[config.mk]
export PLATFORM = sky130hd
export DESIGN_NAME = pam_result_fifo
export DESIGN_NICKNAME = d
export VERILOG_FILES = /design/src/rtl/pam_result_fifo_pkg.sv /design/src/rtl/pam_fifo_mem.sv /design/src/rtl/pam_result_fifo.sv
export SDC_FILE = /design/constraint.sdc
export NUM_CORES = 1
export LEC_CHECK = 0
export CORE_ASPECT_RATIO = 1.4
export CORE_MARGIN = 10
export CORE_UTILIZATION = 52
export DETAILED_ROUTE_END_ITERATION = 10
export HOLD_SLACK_MARGIN = 0.1
export PLACE_DENSITY = 0.74
export SLEW_MARGIN = 20
export SYNTH_ARGS = -nofsm -noshare
export SYNTH_HDL_FRONTEND = slang
export SYNTH_HIERARCHICAL = 1
export SYNTH_SLANG_ARGS = --single-unit
[constraint.sdc]
create_clock -name clk -period 5.5 [get_ports clk]
set_clock_uncertainty 0.15 [all_clocks]
set_input_delay 1.65 -clock clk [delete_from_list [all_inputs] [get_ports clk]]
set_output_delay 1.65 -clock clk [all_outputs]
set_load 0.01 [all_outputs]
[src/rtl/pam_result_fifo_pkg.sv]
// Shared sizing for the adding-machine result path and the capture-filter helper.
package pam_result_fifo_pkg;

   localparam int PAM_WIDTH      = 32;
   localparam int PAM_FIFO_DEPTH = 8;

   // Without the filter every valid cycle is a push. With it, only a value that differs from
   // the last captured one is a push, or any value when nothing has been captured yet.
   function automatic logic push_wanted(
      input logic change_only,
      input logic valid,
      input logic last_vld,
      input logic differs
   );
      return valid && (!change_only || !last_vld || differs);
   endfunction

endpackage

[src/rtl/pam_fifo_mem.sv]
// DEPTH x WIDTH register file: one synchronous write port, one asynchronous read port.
module pam_fifo_mem #(
   parameter int WIDTH = 32,
   parameter int DEPTH = 8
) (
   input  logic                     clk,
   input  logic                     we,
   input  logic [$clog2(DEPTH)-1:0] waddr,
   input  logic [WIDTH-1:0]         wdata,
   input  logic [$clog2(DEPTH)-1:0] raddr,
   output logic [WIDTH-1:0]         rdata
);

   logic [WIDTH-1:0] r_mem [DEPTH];

   always_ff @(posedge clk) begin
      if (we) r_mem[waddr] <= wdata;
   end

   assign rdata = r_mem[raddr];

endmodule

[src/rtl/pam_result_fifo.sv]
// Captures the adding machine's running sum into a first-word-fall-through FIFO,
// optionally skipping repeats, and counts pushes lost while full.
module pam_result_fifo
   import pam_result_fifo_pkg::*;
#(
   parameter int WIDTH       = PAM_WIDTH,
   parameter int DEPTH       = PAM_FIFO_DEPTH,
   parameter bit CHANGE_ONLY = 1'b1,
   parameter int DROP_W      = 8
) (
   input  logic                   clk,
   input  logic                   reset,
   input  logic [WIDTH-1:0]       in_data,
   input  logic                   in_valid,
   output logic [WIDTH-1:0]       out_data,
   output logic                   out_valid,
   input  logic                   out_ready,
   output logic [$clog2(DEPTH):0] count,
   output logic                   full,
   output logic                   overflow,
   output logic [DROP_W-1:0]      drop_count
);

   localparam int          AW       = $clog2(DEPTH);
   localparam logic [AW:0] FULL_CNT = (AW+1)'(DEPTH);

   logic [AW-1:0]     r_wr_ptr;
   logic [AW-1:0]     r_rd_ptr;
   logic [AW:0]       r_count;
   logic [WIDTH-1:0]  r_last;
   logic              r_last_vld;
   logic              r_overflow;
   logic [DROP_W-1:0] r_drop_count;

   logic              w_push_req;
   logic              w_push;
   logic              w_pop;
   logic              w_drop;
   logic              w_full;
   logic              w_empty;
   logic [WIDTH-1:0]  w_rdata;

   assign w_full     = (r_count == FULL_CNT);
   assign w_empty    = (r_count == '0);
   assign w_push_req = push_wanted(CHANGE_ONLY, in_valid, r_last_vld, in_data != r_last);
   assign w_pop      = !w_empty && out_ready;
   // A full FIFO still takes a push when the head leaves on the same edge.
   assign w_push     = w_push_req && (!w_full || w_pop);
   assign w_drop     = w_push_req && w_full && !w_pop;

   pam_fifo_mem #(
      .WIDTH (WIDTH),
      .DEPTH (DEPTH)
   ) u_mem (
      .clk   (clk),
      .we    (w_push),
      .waddr (r_wr_ptr),
      .wdata (in_data),
      .raddr (r_rd_ptr),
      .rdata (w_rdata)
   );

   always_ff @(posedge clk) begin
      if (!reset) begin
         r_wr_ptr     <= '0;
         r_rd_ptr     <= '0;
         r_count      <= '0;
         r_last       <= '0;
         r_last_vld   <= 1'b0;
         r_overflow   <= 1'b0;
         r_drop_count <= '0;
      end else begin
         // The filter tracks what was offered, so a dropped value still suppresses its repeats.
         if (w_push_req) begin
            r_last     <= in_data;
            r_last_vld <= 1'b1;
         end
         if (w_push) r_wr_ptr <= r_wr_ptr + AW'(1);
         if (w_pop)  r_rd_ptr <= r_rd_ptr + AW'(1);
         case ({w_push, w_pop})
            2'b10:   r_count <= r_count + (AW+1)'(1);
            2'b01:   r_count <= r_count - (AW+1)'(1);
            default: r_count <= r_count;
         endcase
         if (w_drop) begin
            r_overflow <= 1'b1;
            if (r_drop_count != '1) r_drop_count <= r_drop_count + DROP_W'(1);
         end
      end
   end

   assign count      = r_count;
   assign full       = w_full;
   assign out_valid  = !w_empty;
   assign out_data   = w_empty ? '0 : w_rdata;
   assign overflow   = r_overflow;
   assign drop_count = r_drop_count;

endmodule

==> run_summary.xml <==
<?xml version="1.0" encoding="UTF-8"?>
<metrics>
  <group name="status">
    <metric name="run_status" unit="">completed</metric>
  </group>
  <group name="sta">
    <metric name="worst-slew-pin-transition" unit="ns">0.616</metric>
    <metric name="hold_viol" unit="">0</metric>
    <metric name="timing.setup.tns" unit="ns">0</metric>
    <metric name="timing.fmax" unit="MHz">211</metric>
    <metric name="relSlewSlack" unit="%">59.0</metric>
    <metric name="layout_min_cycle_time" unit="ns">4.73</metric>
    <metric name="rsz0062_at_grt" unit="">no</metric>
    <metric name="final_critical_path_setup_slack" unit="ns">0.767</metric>
    <metric name="setup_viol_count_final" unit="">0</metric>
    <metric name="final_max_slew_viol_count" unit="">0</metric>
    <metric name="layout_worst_path_cycle_share" unit="%">86.1</metric>
  </group>
  <group name="power">
    <metric name="share_of_power_burned_in_registers" unit="%">44.5</metric>
    <metric name="power.net_switching" unit="uW">1530</metric>
    <metric name="swShare" unit="%">25.2</metric>
    <metric name="power.static_leakage" unit="uW">0.00487</metric>
    <metric name="peakVddDrop" unit="uV">379</metric>
    <metric name="power-per-cell-area" unit="mW/mm^2">412</metric>
    <metric name="cell_internal_pwr" unit="uW">4540</metric>
    <metric name="clock_power_share" unit="%">31.0</metric>
    <metric name="power_frac_comb" unit="%">24.4</metric>
  </group>
  <group name="clock_network">
    <metric name="cts.root.buffer_cell" unit="">clkbuf_16</metric>
    <metric name="cts_hold_buf" unit="">0</metric>
    <metric name="cts_tree" unit="">yes</metric>
    <metric name="cts_sinks" unit="">308</metric>
    <metric name="cts_resized" unit="">0</metric>
    <metric name="cts_buffer_depth" unit="">3</metric>
    <metric name="postCtsSetupRepairBufs" unit="">0</metric>
    <metric name="worstSkewPairLatency" unit="ns">0.54</metric>
    <metric name="clk_pin_slew_worst_paths" unit="ns">0.07</metric>
    <metric name="cts_buffers" unit="">27</metric>
    <metric name="htree_num_levels" unit="">1</metric>
  </group>
  <group name="global_route">
    <metric name="groute.layer.met2.usage" unit="%">30.5</metric>
    <metric name="grt.met1_usage" unit="%">20.6</metric>
    <metric name="grt_busiest_layer" unit="">met2</metric>
    <metric name="globalRouteMet3Util" unit="%">3.26</metric>
    <metric name="vias_in_the_first_global_route" unit="">7121</metric>
    <metric name="grt_antenna_before_repair" unit="">1</metric>
    <metric name="gr-usage-all-layers" unit="%">17.2</metric>
    <metric name="gr-total-overflow" unit="">0</metric>
    <metric name="global_route_wire_length_before_repair" unit="mm">40.7</metric>
    <metric name="grt_max_degree" unit="">52</metric>
  </group>
  <group name="layout">
    <metric name="synthToLayoutAreaGrowth" unit="%">17.8</metric>
    <metric name="post_route_cells_drive_above_1_share" unit="%">17.3</metric>
    <metric name="fillerInstances" unit="">1708</metric>
    <metric name="antennaDiodeCount" unit="">0</metric>
    <metric name="finish.net_count" unit="">829</metric>
  </group>
  <group name="logic_synthesis">
    <metric name="yosys.area.top_type" unit="">edfxtp_1</metric>
    <metric name="yosysSeqAreaShare" unit="%">69.8</metric>
    <metric name="synth.avg_cell_area" unit="sq um">18.4</metric>
    <metric name="yosys-top-cells-area" unit="">edfxtp_1 (61%), mux4_1 (8.4%), dfxtp_1 (8.3%), mux4_2 (4.3%), mux2_2 (2.9%)</metric>
    <metric name="postSynthNetCount" unit="">720</metric>
    <metric name="synthesis.instances" unit="">678</metric>
    <metric name="synth-edff-count" unit="">256</metric>
    <metric name="synth_most_common_cell" unit="">edfxtp_1</metric>
    <metric name="synth.cell_area" unit="sq mm">0.0125</metric>
    <metric name="synth.lib_cells_used.distinct" unit="">39</metric>
    <metric name="async_reset_ff_share" unit="%">0</metric>
    <metric name="total_of_flip_flops_plus_latches_after_synthesis" unit="">308</metric>
    <metric name="synth.top_cell.area_share" unit="%">61.5</metric>
    <metric name="most_instantiated_cells_after_synthesis" unit="">edfxtp_1 (256), nor2_1 (55), dfxtp_1 (52)</metric>
    <metric name="ys_dominant_reg_cell" unit="">edfxtp_1</metric>
    <metric name="ys.warnings.count" unit="">6</metric>
  </group>
  <group name="place">
    <metric name="placement.setup.worst_slack" unit="ns">0.642</metric>
    <metric name="place_congestion" unit="">0.787</metric>
    <metric name="dpl.hpwl" unit="mm">16.0</metric>
    <metric name="io_buffers" unit="">82</metric>
  </group>
  <group name="floorplanning">
    <metric name="die-width" unit="um">151</metric>
    <metric name="core_area" unit="sq mm">0.0238</metric>
    <metric name="start_util" unit="%">52.5</metric>
    <metric name="boundaryPins" unit="">83</metric>
    <metric name="design.die.area" unit="sq mm">0.0307</metric>
    <metric name="dieHeight" unit="um">203</metric>
    <metric name="row_count" unit="">67</metric>
  </group>
  <group name="setup_path">
    <metric name="critical-path-top-delay-family" unit="">multiplexers</metric>
    <metric name="ff2ff_setup_slack" unit="ns">2.60</metric>
    <metric name="critical_path.max_stage_delay" unit="ns">0.67</metric>
    <metric name="timing.critical_path.cells" unit="">buf_4 &gt; mux4_1 &gt; mux2_2 &gt; and2_1 &gt; clkdlybuf4s50_1</metric>
    <metric name="arrival" unit="ns">2.93</metric>
    <metric name="critPathSlowestCell" unit="">mux4_1</metric>
    <metric name="cp_max_fo" unit="">24</metric>
    <metric name="endpoint_kind" unit="">primary output</metric>
    <metric name="required" unit="ns">3.70</metric>
    <metric name="crit_path_start_kind" unit="">flip-flop</metric>
    <metric name="critical_path.n_buffers_inverters" unit="">2</metric>
    <metric name="critical_path_class" unit="">reg2out</metric>
  </group>
  <group name="detailed_routing">
    <metric name="routedWlPerCell" unit="um">23.3</metric>
    <metric name="detail_route.iter0.violations" unit="">413</metric>
    <metric name="routed-via-count" unit="">6462</metric>
    <metric name="vias_per_cell" unit="">5.78</metric>
    <metric name="post_route_drc" unit="">0</metric>
    <metric name="antenna_violating_nets_post_route" unit="">0</metric>
    <metric name="postRouteWirelength" unit="mm">26.0</metric>
    <metric name="dr.pass1.iters" unit="">5</metric>
  </group>
  <group name="job">
    <metric name="max_cap_viol_count" unit="">0</metric>
  </group>
  <group name="min_path">
    <metric name="worstHoldPathType" unit="">reg2reg</metric>
  </group>
</metrics>
## layer usage
metal	wire length, um	part of all wire, %
met2	13800	53
met1	10200	39
met4	595	2.3
met3	1410	5.4
met5	9	0.035
## power by group through the flow
stage                     combinational [uW]  clock [uW]  sequential [uW]
after floorplan                          872           0             2730
after global placement                  1470           0             2760
after detailed placement                1490           0             2770
after CTS                               1500        1930             2720
after global routing                    1610        2020             2710
final                                   1480        1890             2710
## state kept, by name, indices dropped and copies added (netlist names)
| register | cells |
|---|---|
| r_last | 32 |
| count | 4 |
| u_mem/r_mem | 256 |
| drop_count | 8 |
| r_rd_ptr | 3 |
| overflow | 1 |
| r_wr_ptr | 3 |
| r_last_vld | 1 |
## worst min-delay path, stage by stage, from the launching register on
cell and delay [ns]:
dfxtp_1 0.34, a21oi_1 0.05, nor2_1 0.08
## final cells by class
cell class	instances	area, sq um	share of cell area, %
clock buffer	35	706	4.79
clock inverter	15	180	1.22
inverter	7	26.3	0.178
multi-input combinational	332	3610	24.5
sequential	308	8730	59.3
tap	310	388	2.63
timing repair buffer	111	1090	7.39
## cells in the final DEF (no fill, tap or decap), types with 5 or more instances in the layout
master           instances
mux4_1                  40
clkbuf_16               27
mux2_2                  32
clkbuf_1                 8
nor2_1                  49
xnor2_1                 36
a21oi_1                  8
nor2_4                   6
mux2i_1                 35
and2_1                  34
ha_1                     5
clkdlybuf4s50_1         82
buf_4                   25
clkinv_1                 5
mux4_2                  24
edfxtp_1               256
nand2_1                  9
nand4_1                  8
nand3_1                 10
dfxtp_1                 49
inv_1                    6
## per-stage QoR
step | utilization, % | total power (uW) | instances | area (sq um) | hold WS (ns)
after floorplan | - | 3610 | 678 | 12500 | 0.288
after global placement | 58.1 | 4230 | 1067 | 13800 | 0.301
after detailed placement | 58.1 | 4260 | 1067 | 13800 | 0.323
after CTS | 61.8 | 6150 | 1117 | 14700 | 0.342
after global routing | 61.9 | 6340 | 1118 | 14700 | 0.382
final | 61.9 | 6080 | 1118 | 14700 | 0.356
## logic make-up after synthesis
logic type / synth area share [%]
flip-flops: 69.8
AND/OR/NAND/NOR: 5.39
multiplexers: 18.4
XOR/XNOR: 2.73
buffers and inverters: 1.77
AO/OA/AOI/OAI: 1.23
adder cells (fa/ha/maj): 0.660
## path summary, 6_finish.rpt
kind,depth (start not counted),startpoint,endpoint
min,2,overflow$_SDFFE_PN0P_,overflow$_SDFFE_PN0P_
min reg2reg,2,overflow$_SDFFE_PN0P_,overflow$_SDFFE_PN0P_
max reg2reg,8,r_last[22]$_SDFFE_PN0P_,count[0]$_SDFFE_PN0P_
max,5,r_rd_ptr[0]$_SDFFE_PN0P_,out_data[28]
No activity file was read; power rests on OpenSTA's default activity.
